[config.mk]
export PLATFORM = sky130hd
export DESIGN_NAME = serial_pattern_tx_flat
export DESIGN_NICKNAME = d
export VERILOG_FILES = /design/src/rtl/serial_pattern_tx_if.sv /design/src/rtl/serial_pattern_tx.sv /design/src/flat_wrapper.sv
export SDC_FILE = /design/constraint.sdc
export NUM_CORES = 1
export LEC_CHECK = 0
export ABC_AREA = 0
export CORE_AREA = 2 2 53 55
export DETAILED_ROUTE_END_ITERATION = 10
export DIE_AREA = 0 0 55 57
export GPL_ROUTABILITY_DRIVEN = 0
export PLACE_DENSITY = 0.7
export SLEW_MARGIN = 20
export SYNTH_ARGS = -nofsm -noshare
export SYNTH_HDL_FRONTEND = slang
export SYNTH_SLANG_ARGS = --single-unit
[constraint.sdc]
create_clock -name sys_clk -period 4.65 [get_ports sys_clk]
set_clock_uncertainty 0.15 [all_clocks]
set_input_delay 0.465 -clock sys_clk [delete_from_list [all_inputs] [get_ports sys_clk]]
set_output_delay 0.465 -clock sys_clk [all_outputs]
set_load 0.1 [all_outputs]
[src/rtl/serial_pattern_tx_if.sv]
// Handshake and serial-output bundle for serial_pattern_tx.
// The master offers words; the slave shifts them out.
interface serial_pattern_tx_if #(
  parameter int WIDTH = 8
);
  logic             in_valid;
  logic             in_ready;
  logic [WIDTH-1:0] in_data;
  logic [4:0]       in_len;
  logic             tx_bit;
  logic             tx_en;
  logic             done;

  modport master (
    output in_valid, in_data, in_len,
    input  in_ready, tx_bit, tx_en, done
  );

  modport slave (
    input  in_valid, in_data, in_len,
    output in_ready, tx_bit, tx_en, done
  );
endinterface

[src/rtl/serial_pattern_tx.sv]
// MSB-first serial word transmitter with a fixed idle-zero gap.
// Feeds single-bit stimulus streams into sequence detectors.
module serial_pattern_tx #(
  parameter int WIDTH = 8,
  parameter int GAP   = 1
) (
  input  logic sys_clk,
  input  logic sys_rst,
  serial_pattern_tx_if.slave bus
);

  typedef enum logic [1:0] {
    S_IDLE,
    S_SHIFT,
    S_GAP
  } state_t;

  localparam logic [4:0] WLEN = 5'(WIDTH);
  localparam logic [3:0] GAP_LD =
    (GAP > 0) ? 4'(GAP - 1) : 4'd0;
  localparam bit HAS_GAP = (GAP > 0);

  state_t           state;
  logic [WIDTH-1:0] shreg;
  logic [3:0]       bit_cnt;
  logic [3:0]       gap_cnt;
  logic [4:0]       eff_len;
  logic [4:0]       shamt;

  always_comb begin
    eff_len = bus.in_len;
    if (bus.in_len == 5'd0 || bus.in_len > WLEN)
      eff_len = WLEN;
    shamt = WLEN - eff_len;
  end

  always_ff @(posedge sys_clk) begin
    if (sys_rst) begin
      state   <= S_IDLE;
      shreg   <= '0;
      bit_cnt <= '0;
      gap_cnt <= '0;
    end else begin
      unique case (state)
        S_IDLE: begin
          if (bus.in_valid) begin
            // left-align so the first bit sent sits at the MSB
            shreg   <= bus.in_data << shamt;
            bit_cnt <= 4'(eff_len - 5'd1);
            state   <= S_SHIFT;
          end
        end
        S_SHIFT: begin
          shreg   <= shreg << 1;
          bit_cnt <= bit_cnt - 4'd1;
          if (bit_cnt == 4'd0) begin
            if (HAS_GAP) begin
              state   <= S_GAP;
              gap_cnt <= GAP_LD;
            end else begin
              state <= S_IDLE;
            end
          end
        end
        S_GAP: begin
          gap_cnt <= gap_cnt - 4'd1;
          if (gap_cnt == 4'd0)
            state <= S_IDLE;
        end
        default: state <= S_IDLE;
      endcase
    end
  end

  assign bus.in_ready = (state == S_IDLE) && !sys_rst;
  assign bus.tx_en    = (state == S_SHIFT);
  assign bus.tx_bit   = bus.tx_en & shreg[WIDTH-1];
  assign bus.done     = bus.tx_en && (bit_cnt == 4'd0);

endmodule

[src/flat_wrapper.sv]
// flat-port wrapper written by rule: the top's interface ports become plain ports
module serial_pattern_tx_flat 
#(
  parameter int WIDTH = 8,
  parameter int GAP   = 1
)
  (sys_clk, sys_rst, bus_in_valid, bus_in_data, bus_in_len, bus_in_ready, bus_tx_bit, bus_tx_en, bus_done);
  serial_pattern_tx_if #(.WIDTH(WIDTH)) bus_i ();
  input  logic sys_clk;
  input  logic sys_rst;
  input wire logic [$bits(bus_i.in_valid)-1:0] bus_in_valid;
  input wire logic [$bits(bus_i.in_data)-1:0] bus_in_data;
  input wire logic [$bits(bus_i.in_len)-1:0] bus_in_len;
  output wire logic [$bits(bus_i.in_ready)-1:0] bus_in_ready;
  output wire logic [$bits(bus_i.tx_bit)-1:0] bus_tx_bit;
  output wire logic [$bits(bus_i.tx_en)-1:0] bus_tx_en;
  output wire logic [$bits(bus_i.done)-1:0] bus_done;
  assign bus_i.in_valid = bus_in_valid;
  assign bus_i.in_data = bus_in_data;
  assign bus_i.in_len = bus_in_len;
  assign bus_in_ready = bus_i.in_ready;
  assign bus_tx_bit = bus_i.tx_bit;
  assign bus_tx_en = bus_i.tx_en;
  assign bus_done = bus_i.done;
  serial_pattern_tx #(.WIDTH(WIDTH), .GAP(GAP)) u_core (.sys_clk(sys_clk), .sys_rst(sys_rst), .bus(bus_i));
endmodule
==> metrics.md <==
| Metric | Value |
|---|---|
| Post-synth cell types | 48 |
| Post-synthesis adder-cell area fraction | 0.0304 |
| Top cell type's share of synthesized area | 0.291 |
| Global route total overflow | 0 |
| Post-synthesis area per instance | 8.77 µm² |
| DRC Markers | 0 |
| Fin. max-slew vios | 0 |
| ANT nets after route | 0 |
| # setup viols final | 0 |
| Post-synth EDFFs | 0 |
| Synth top area cells | dfxtp_1 (29%), mux4_2 (7.3%), a21oi_1 (4.0%), nor2_1 (3.9%), a222oi_1 (3.2%) |
| Cell Area, Synth | 0.00124 mm² |
| HP Start | u_core.bit_cnt[3] |
| Async S/R FF share, synth | 0 |
| Nets | 177 |
| Layout Utilization | 0.556 |
| Clock-pin slew on the worst setup and hold paths | 100 ps |
| Cell with the most instances after synthesis | dfxtp_1 |
| Worst path max stage delay | 1120 ps |
| Detailed placement HPWL | ~2200 µm |
| Drt pass-1 iters | 4 |
| Core area | 0.00262 mm² |
| Post-synth top cells | dfxtp_1 (18), nor2_1 (13), a21oi_1 (10), nand2_1 (10), inv_1 (6) |
| Max clock buf depth | 2 |
| Worst-path cell chain | nand2b_1 -> inv_1 -> and2_1 -> clkdlybuf4s50_1 |
| Postcts setup bufs | 0 |
| Hold Path Class | reg -> reg |
| Seq/Total Area, Yosys | 0.291 |
| Slowest-stage cell, CP | clkdlybuf4s50_1 |
| Final wirelength | 2880 µm |
| CTS H-tree depth | 1 |
| Via Count | between 1000 and 1500 |
| Peak VDD IR | approximately 0.15 mV |
| DR iter-0 viols | 64 |
| P&R area growth vs syn | 17.5% |
| CTS root buf | clkbuf_4 |
| Vias in the first global route | around 1200 |
| DIE AREA | about 0.0031 mm² |
| Post-Synth Simple-Gate Area | 0.238 |
| Fin. Hold Viols | 0 |
| CTS Hold Bufs | 0 |
| Initial Util | 0.473 |
| Layout fillers | about 260 |
| Max_cap viols | 0 |
| Share of cells above drive strength 1 | 0.128 |
| Leakage | ~0.51 nW |
| Worst Tran Pin Value | 961 ps |
| WL/cell | around 15 µm |
| Most used DFF post-synth | dfxtp_1 |
| Crit-path max FO | 13 |
| # diodes | 0 |
| Cells after Synth | 141 |
| CP endpoint kind | output pin |
| Min cycle time layout | between 3000 and 4000 ps |
| Antenna violations before repair | 0 |
| R2r startpoint | u_core.state[1] |
| Area leader, netlist | dfxtp_1 |
| First-pass GRT wire length | between 5000 and 6000 µm |
| Crit path from | u_core.state[0] |
| TNS Setup | 0 ps |
| RSZ-0062 raised after global routing | no |
| Clk_lat worst skew | 280 ps |
| CP Buf/Inv Count | 2 |
| CP Class | reg -> out |
| Compound-Gate Fraction of Synth Area | 0.232 |
| Post-Syn Nets | 160 |
| Largest family of logic cells by synthesized area | simple AND/OR/NAND/NOR gates |
| PnR worst setup slack | 1290 ps |
| Worst EP required | 4030 ps |
| Dpl ws | 1380 ps |
| Synth warn | 0 |
| Critical path launch point type | flop |
| Post-CTS resize count | 0 |
| Core Rows | 19 |
| Post-DR vias/cell | 6.36 |
| CTS tree | yes |
| Top delay family on crit path | buffers and inverters |
| Achievable frequency | ~300 MHz |
| Clk sinks | 18 |
| Crit path DAT | 2740 ps |
| Post-synthesis xor/xnor area fraction | 0.0213 |
| Num CTS Buffers | 3 |
| Final Cycle Share | 0.722 |
| Chip width | approximately 55 µm |
| Rel. slew slack | 0.357 |
| Die height | approximately 57 µm |
| Largest net degree at the start of global routing | 24 |
| Multiplexer area fraction after synthesis | 0.129 |
| Power Density | between 200 and 300 mW/mm² |
| # IOs | 20 |
| Input/output buffers | 19 |
| Post-synthesis register bit count | 18 |
| GR Util All Layers | 0.217 |
| Run status | finished, final reports clean |
==> power breakdown <==
part           switching, mW  internal (mW)  leakage, nW
Combinational         0.0932         0.0653        0.346
Sequential            0.0180          0.169        0.147
Clock                 0.0438         0.0300       0.0138
Total                  0.155          0.265        0.507
==> cell families (layout without fill, tap and decap cells) <==
group | count (synthesis) | count (layout)
AOI/OAI and AO/OA | 40 | 40
adders and majority gates | 3 | 3
and+or+nand+nor | 52 | 52
xor gates and xnor gates | 3 | 3
DFF | 18 | 18
buffers and inverters | 15 | 30
muxes | 10 | 10
==> sequential cells by signal, indices dropped and copies added (netlist names) <==
name,cells
u_core.gap_cnt,4
u_core.state,2
u_core.shreg,8
u_core.bit_cnt,4
==> area by class of cell <==
type	count	area, µm²	share of cell area
clock buffer	3	22.5	0.0155
tap	31	38.8	0.0267
sequential	18	360	0.248
multi-input combinational	108	803	0.553
inverter	6	22.5	0.0155
timing repair buffer	21	205	0.141
==> worst paths after layout <==
path / endpoint / slack, ps / cells after the start
worst min-delay path: u_core.bit_cnt[3] / 330 / 2
worst max register to register: u_core.bit_cnt[2] / 2330 / 7
worst max-delay path: bus_tx_bit / 1290 / 4
worst min register to register: u_core.bit_cnt[3] / 330 / 2
==> cells in the final DEF, fill, tap and decap left out, drive strengths merged, types with 4 or more instances in the layout <==
master and instances:
clkdlybuf4s50 19, nand2 10, nor4 4, a21oi 10, a22oi 4, o21ai 5, inv 6, mux2 4
a222oi 4, dfxtp 18, nor2 13, mux4 4
==> metrics by stage <==
step | instance area, µm² | total power, mW | hold slack [ps] | std cells
2_1_floorplan | 1240 | 0.304 | 299 | 141
3_3_place_gp | 1430 | 0.342 | 308 | 184
3_5_place_dp | 1430 | 0.348 | 321 | 184
4_1_cts | 1450 | 0.420 | 336 | 187
5_1_grt | 1450 | 0.450 | 359 | 187
6_report | 1450 | 0.420 | 333 | 187
==> worst register-to-register path, cell delays in order, from the launching register on <==
cell      delay, ps
dfxtp_1         640
nand2b_1        280
inv_1           210
nor2_1          160
a21oi_1          60
ha_1            230
or3_1           360
a31oi_1         150
==> metal layers <==
layer  GRT usage  up-vias  share of wire
met2       0.345       47           0.49
met1       0.299      567           0.43
met5           0        -              0
li1            -      569              -
met3      0.0209        6          0.058
met4      0.0871        0          0.017
No activity file was read; power rests on OpenSTA's default activity.
